`config.mk`:
```
export PLATFORM = sky130hd
export DESIGN_NAME = agnus_sprite_dma
export DESIGN_NICKNAME = d
export VERILOG_FILES = /design/src/rtl/agnus_sprite_dma.sv
export SDC_FILE = /design/constraint.sdc
export NUM_CORES = 1
export LEC_CHECK = 0
export CAP_MARGIN = 5
export CORE_MARGIN = 4
export CORE_UTILIZATION = 35
export DETAILED_ROUTE_END_ITERATION = 10
export SYNTH_ARGS = -nofsm -noshare
export SYNTH_HDL_FRONTEND = slang
export SYNTH_SLANG_ARGS = --single-unit
```
`constraint.sdc`:
```
create_clock -name clk -period 15.9 [get_ports clk]
set_clock_uncertainty 0.05 [all_clocks]
set_input_delay 3.18 -clock clk [delete_from_list [all_inputs] [get_ports clk]]
set_output_delay 3.18 -clock clk [all_outputs]
set_load 0.005 [all_outputs]
```
`src/rtl/agnus_sprite_dma.sv`:
```
`default_nettype none
// ============================================================================
// Module   : agnus_sprite_dma
// Brief    : Sprite DMA engine. Two chip-RAM fetch slots per sprite per line,
//            control/image words streamed onto the register bus, per-sprite
//            vertical start/stop tracking, CPU/copper register snooping.
// Revision : 1.0 - initial release
// ============================================================================
module agnus_sprite_dma #(
  parameter logic [8:0] SPRPTBASE     = 9'h120,
  parameter logic [8:0] SPRPOSCTLBASE = 9'h140,
  parameter logic [7:0] SLOTBASE      = 8'h15
) (
  input  logic        clk,
  input  logic        reset,
  input  logic        clk7_en,
  input  logic [8:0]  hpos,
  input  logic [8:0]  vpos,
  input  logic [8:0]  vbl_end,
  input  logic        sprdma_en,
  input  logic [7:0]  reg_address_in,
  input  logic [15:0] data_in,
  input  logic [15:0] chip_data_in,
  output logic        dma,
  output logic [20:1] address_out,
  output logic [7:0]  reg_address_out
);

  // Register-bus addresses are word addresses ([8:1]).
  localparam logic [7:0] c_PT_REG     = SPRPTBASE[8:1];
  localparam logic [7:0] c_POSCTL_REG = SPRPOSCTLBASE[8:1];
  localparam logic [7:0] c_NOP_REG    = 8'hFF;

  // Offset of the destination register within a sprite's POS/CTL/DATA/DATB block.
  localparam logic [1:0] c_SEL_POS  = 2'd0;
  localparam logic [1:0] c_SEL_CTL  = 2'd1;
  localparam logic [1:0] c_SEL_DATA = 2'd2;
  localparam logic [1:0] c_SEL_DATB = 2'd3;

  typedef enum logic [1:0] {
    S_IDLE       = 2'd0,
    S_FETCH_CTL  = 2'd1,
    S_WAIT       = 2'd2,
    S_FETCH_DATA = 2'd3
  } sprite_state_t;

  logic [20:1]   r_ptr    [8];
  logic [8:0]    r_vstart [8];
  logic [8:0]    r_vstop  [8];
  sprite_state_t r_state  [8];

  logic [7:0]    w_slot_off;
  logic          w_slot_hit;
  logic          w_slot_b;
  logic [2:0]    w_sel;
  logic          w_usable;
  logic          w_force;
  logic [20:1]   w_sel_ptr;
  logic [8:0]    w_sel_vstart;
  logic [8:0]    w_sel_vstop;
  sprite_state_t w_sel_state;
  logic          w_req;
  logic [1:0]    w_reg_sel;
  sprite_state_t w_next_state;
  logic          w_unused;

  // Slot decode: sprite n owns even color clocks SLOTBASE+4n (A) and +4n+2 (B).
  // Color clocks below SLOTBASE wrap to a large offset and never hit.
  assign w_slot_off = hpos[8:1] - SLOTBASE;
  assign w_slot_hit = (w_slot_off[7:5] == 3'b000) && !w_slot_off[0];
  assign w_slot_b   = w_slot_off[1];
  assign w_sel      = w_slot_off[4:2];
  assign w_usable   = sprdma_en && (vpos >= vbl_end);
  assign w_force    = (vpos == vbl_end);

  assign w_sel_ptr    = r_ptr[w_sel];
  assign w_sel_vstart = r_vstart[w_sel];
  assign w_sel_vstop  = r_vstop[w_sel];
  assign w_sel_state  = r_state[w_sel];

  // Chip data bits that carry no sprite control information.
  assign w_unused = ^{chip_data_in[7:3], chip_data_in[0]};

  // Slot request decision and the state the owning sprite moves to after it.
  always_comb begin
    w_req        = 1'b0;
    w_reg_sel    = c_SEL_POS;
    w_next_state = w_sel_state;
    if (w_slot_hit && w_usable) begin
      if (!w_slot_b) begin
        if (w_force) begin
          // First line of sprite DMA restarts every sprite's control fetch.
          w_req        = 1'b1;
          w_reg_sel    = c_SEL_POS;
          w_next_state = S_FETCH_CTL;
        end else begin
          case (w_sel_state)
            S_FETCH_CTL: begin
              w_req     = 1'b1;
              w_reg_sel = c_SEL_POS;
            end
            S_WAIT: begin
              // Stop has priority: a start that coincides with stop is ignored.
              if ((vpos == w_sel_vstart) && (vpos != w_sel_vstop)) begin
                w_req        = 1'b1;
                w_reg_sel    = c_SEL_DATA;
                w_next_state = S_FETCH_DATA;
              end
            end
            S_FETCH_DATA: begin
              w_req = 1'b1;
              if (vpos == w_sel_vstop) begin
                w_reg_sel    = c_SEL_POS;
                w_next_state = S_FETCH_CTL;
              end else begin
                w_reg_sel = c_SEL_DATA;
              end
            end
            default: ;
          endcase
        end
      end else begin
        case (w_sel_state)
          S_FETCH_CTL: begin
            w_req        = 1'b1;
            w_reg_sel    = c_SEL_CTL;
            w_next_state = S_WAIT;
          end
          S_FETCH_DATA: begin
            w_req     = 1'b1;
            w_reg_sel = c_SEL_DATB;
          end
          default: ;
        endcase
      end
    end
  end

  assign dma             = w_req;
  assign address_out     = w_req ? w_sel_ptr : 20'h00000;
  assign reg_address_out = w_req ? (c_POSCTL_REG + {3'b000, w_sel, w_reg_sel}) : c_NOP_REG;

  // Per-sprite state: DMA updates at the phase-1 edge, then CPU snoops (CPU wins).
  always_ff @(posedge clk) begin
    if (reset) begin
      for (int i = 0; i < 8; i++) begin
        r_ptr[i]    <= 20'h00000;
        r_vstart[i] <= 9'h000;
        r_vstop[i]  <= 9'h000;
        r_state[i]  <= S_IDLE;
      end
    end else if (clk7_en) begin
      if (hpos[0] && w_req) begin
        r_ptr[w_sel]   <= w_sel_ptr + 20'd1;
        r_state[w_sel] <= w_next_state;
        if (w_reg_sel == c_SEL_POS) begin
          r_vstart[w_sel][7:0] <= chip_data_in[15:8];
        end
        if (w_reg_sel == c_SEL_CTL) begin
          r_vstop[w_sel][7:0] <= chip_data_in[15:8];
          r_vstart[w_sel][8]  <= chip_data_in[2];
          r_vstop[w_sel][8]   <= chip_data_in[1];
        end
      end
      for (int i = 0; i < 8; i++) begin
        if (reg_address_in == (c_PT_REG + 8'(2 * i))) begin
          r_ptr[i][20:16] <= data_in[4:0];
        end
        if (reg_address_in == (c_PT_REG + 8'(2 * i + 1))) begin
          r_ptr[i][15:1] <= data_in[15:1];
        end
        if (reg_address_in == (c_POSCTL_REG + 8'(4 * i))) begin
          r_vstart[i][7:0] <= data_in[15:8];
        end
        if (reg_address_in == (c_POSCTL_REG + 8'(4 * i + 1))) begin
          r_vstop[i][7:0] <= data_in[15:8];
          r_vstart[i][8]  <= data_in[2];
          r_vstop[i][8]   <= data_in[1];
        end
      end
    end
  end

endmodule
`default_nettype wire

```
==> qor.yml <==
clocking:
  cts_root_buffer: "sky130_fd_sc_hd__clkbuf_16"
  post-cts-setup-buffers: 0
  numCtsBuffers: 36
  worst_setup_hold_path_clk_slew_ps: 60
  cts-hold-fix-buffers: 0
  cts_resized: 0
  total_number_of_h_tree_levels: 2
  numClockSinks: 320
  clockBufferDepth: 3
  cts_tree: "done"
  clk_latency_ps: 570
route:
  wl_per_cell_um: 31.0
  viasPerCell: 6.58
  drtIter0Drc: 2973
  detail_route.first_pass.iterations: 8
  ant_nets: 0
  drc: 0
  detailroute.via_count: 18400
  wire_length_after_detailed_routing_um: 86600
timing:
  timing.final.hold_violations: 0
  maxSlewHeadroom_pct: 5.58
  setup_viol: 0
  final.setup.worst_slack_ps: 2930
  period_share_pct: 81.6
  fmaxAchievable_ghz: 0.0771
  tightest_slew_ps: 1410
  drv_slew: 0
  unrepaired_setup_endpoints_after_global_routing: "false"
  finalWorstPathRequiredPeriod_ps: 12970
  setup-tns-final_ps: 0
  final.hold.worst_slack_ps: 1030
grt:
  maximum_number_of_pins_on_one_net_before_global_route_repair: 67
  grt.overflow.total: 0
  antenna_found_initial: 1
  first_global_vias: 17600
  grt_use_total_pct: 26.4
  global_route_wire_length_before_repair_um: 122000
synth:
  synth_most_common_cell: "sky130_fd_sc_hd__edfxtp_1"
  yosys.cell_types.count: 101
  yosys-top-cells-count: "sky130_fd_sc_hd__edfxtp_1 (320), sky130_fd_sc_hd__nand2_1 (250), sky130_fd_sc_hd__o21ai_0 (158)"
  synthMuxAreaShare_pct: 8.76
  synth-edff-count: 320
  synth_compound_gate_area_share_pct: 22.7
  synth.ff_latch_count: 320
  post_synth_instance_area_um2: 20400
  postSynth.topFlopCell: "sky130_fd_sc_hd__edfxtp_1"
  netlist_top_cells_area: "sky130_fd_sc_hd__edfxtp_1 (47%), sky130_fd_sc_hd__mux2i_1 (6.5%), sky130_fd_sc_hd__a22o_1 (5.0%)"
  synthesis.area_per_instance_um2: 10.3
  synth_fa_ha_area_share_pct: 0.676
  fraction_of_registers_with_async_set_reset_pct: 0
  synth_largest_area_cell: "sky130_fd_sc_hd__edfxtp_1"
  synthSimpleGateAreaFrac_pct: 14.9
  combinational_family_with_the_most_area_after_synthesis: "compound AO/OA/AOI/OAI gates"
  post_synthesis_xor_xnor_area_fraction_pct: 1.32
  synth_top_area_share_pct: 47.2
  synth_seq_area_share_pct: 47.2
  syn_inst: 1968
  synthesis_warnings: 0
worst_hold_path:
  hp-class: "flop to flop"
die:
  die_h_um: 249
  die_footprint_um2: 62100
  floorplan.core_area_um2: 57700
  num_io_pins: 100
  num_rows: 88
  floorplan.die.width_um: 249
  initial_util_pct: 35.3
power:
  pwr-share-clk_pct: 37.1
  switching_fraction_of_total_power_pct: 29.7
  power_density_nw_per_um2: 93.0
  power.combinational.fraction_pct: 17.3
  ir_drop_v: 0.0000614
  cellLeakagePower_nw: 7.76
  p_seq_share_pct: 45.5
  power.switching_uw: 640
  internal_power_mw: 1.52
cells_and_area:
  fill_cells: 5618
  fin_area_um2: 23200
  sequential_cell_area_um2: 9610
  finish.net_count: 2083
  diodes: 0
  syn_to_final_growth_pct: 13.8
  multi_input_comb_area_um2: 10000
  post_route_cells_drive_above_1_share_pct: 10.7
worst_setup_path:
  critical_path_arrival_ps: 9740
  criticalPathCategory: "input port to output port"
  timing.critical_path.fanout_max: 42
  crit_path_end_kind: "output port"
  critPathRequiredTime_ps: 12670
  cp-start-kind: "input port"
placed_design:
  place.port_buffers: 91
  hpwlAfterDp_um: 57700
  pre_cts_ws_ps: 2970
  detailed_place.area_um2: 22100
  gpl.final_weighted_congestion: 0.961
job:
  cap_viol_max_count: 0
outcome:
  status: "complete, no violations"
-- final timing paths --
| kind | startpoint | endpoint | slack [ps] | cells past startpoint |
|---|---|---|---|---|
| max | hpos[1] | reg_address_out[1] | 2930 | 14 |
| min reg2reg | r_ptr[1][3]$_DFFE_PP_ | r_ptr[7][3]$_DFFE_PP_ | 1030 | 6 |
| max reg2reg | r_vstop[3][4]$_DFFE_PP_ | r_ptr[5][14]$_DFFE_PP_ | 9960 | 12 |
| min | r_ptr[1][3]$_DFFE_PP_ | r_ptr[7][3]$_DFFE_PP_ | 1030 | 6 |
-- flip-flops by register name, summed over array words and instances (netlist names) --
name / count
r_vstart: 72
r_vstop: 72
r_state: 16
r_ptr: 160
-- layout make-up --
class,instances,share of cell area (%)
multi-input cells,1450,43.2
clock buffers,43,4.00
well taps,765,4.13
repair buffers,157,5.99
inverters,36,0.583
flip-flops and latches,320,41.5
clock inverters,20,0.670
-- metal layers --
| layer | up-vias | global-route usage (%) | share of wire (%) |
|---|---|---|---|
| met2 | 1460 | 40.3 | 43 |
| met4 | 2 | 12.8 | 5.9 |
| met1 | 8913 | 35.7 | 38 |
| li1 | 7690 | - | - |
| met5 | - | 0 | 0.013 |
| met3 | 293 | 6.07 | 13 |
-- placed cells by master, fill, tap and decap left out, types with 36 or more instances in the layout --
cell / n
sky130_fd_sc_hd__edfxtp_1: 320
sky130_fd_sc_hd__nand2_1: 250
sky130_fd_sc_hd__o21ai_0: 157
sky130_fd_sc_hd__mux2i_1: 132
sky130_fd_sc_hd__a22o_1: 116
sky130_fd_sc_hd__nor2_1: 115
sky130_fd_sc_hd__clkdlybuf4s50_1: 87
sky130_fd_sc_hd__buf_4: 67
sky130_fd_sc_hd__a21oi_1: 54
sky130_fd_sc_hd__nand2b_1: 53
sky130_fd_sc_hd__clkbuf_16: 36
-- critical path, cell delays in order --
cell	delay, ps
sky130_fd_sc_hd__clkdlybuf4s50_1	720
sky130_fd_sc_hd__inv_1	230
sky130_fd_sc_hd__ha_4	510
sky130_fd_sc_hd__buf_4	600
sky130_fd_sc_hd__nand2_1	770
sky130_fd_sc_hd__o32a_1	580
sky130_fd_sc_hd__o21ai_0	110
sky130_fd_sc_hd__nor4_1	70
sky130_fd_sc_hd__or4b_1	590
sky130_fd_sc_hd__nor4_2	410
sky130_fd_sc_hd__a41oi_2	270
sky130_fd_sc_hd__o221ai_4	870
sky130_fd_sc_hd__nand2b_1	260
sky130_fd_sc_hd__clkdlybuf4s50_1	530
-- metrics by stage --
step	cells	utilization, %	total power [mW]
after floorplan	1969	-	1.21
after global placement	2727	38.3	1.35
after detailed placement	2727	38.3	1.36
after CTS	2790	40.2	2.14
after global routing	2791	40.2	2.21
final	2791	40.2	2.16
-- kinds of logic after synthesis --
group	Yosys count
AND/OR/NAND/NOR	626
AO/OA/AOI/OAI	620
flip-flops	320
buffers and inverters	199
multiplexers	162
XOR/XNOR	29
adder cells (fa/ha/maj)	11
other	1
-- power groups by stage --
stage | combinational [mW] | sequential, mW | clock [mW]
global route | 0.389 | 0.984 | 0.833
CTS | 0.361 | 0.981 | 0.796
finish | 0.374 | 0.982 | 0.800
floorplan | 0.218 | 0.992 | 0
detailed placement | 0.360 | 0.998 | 0
global placement | 0.357 | 0.997 | 0
(Power assumes the default switching activity.)
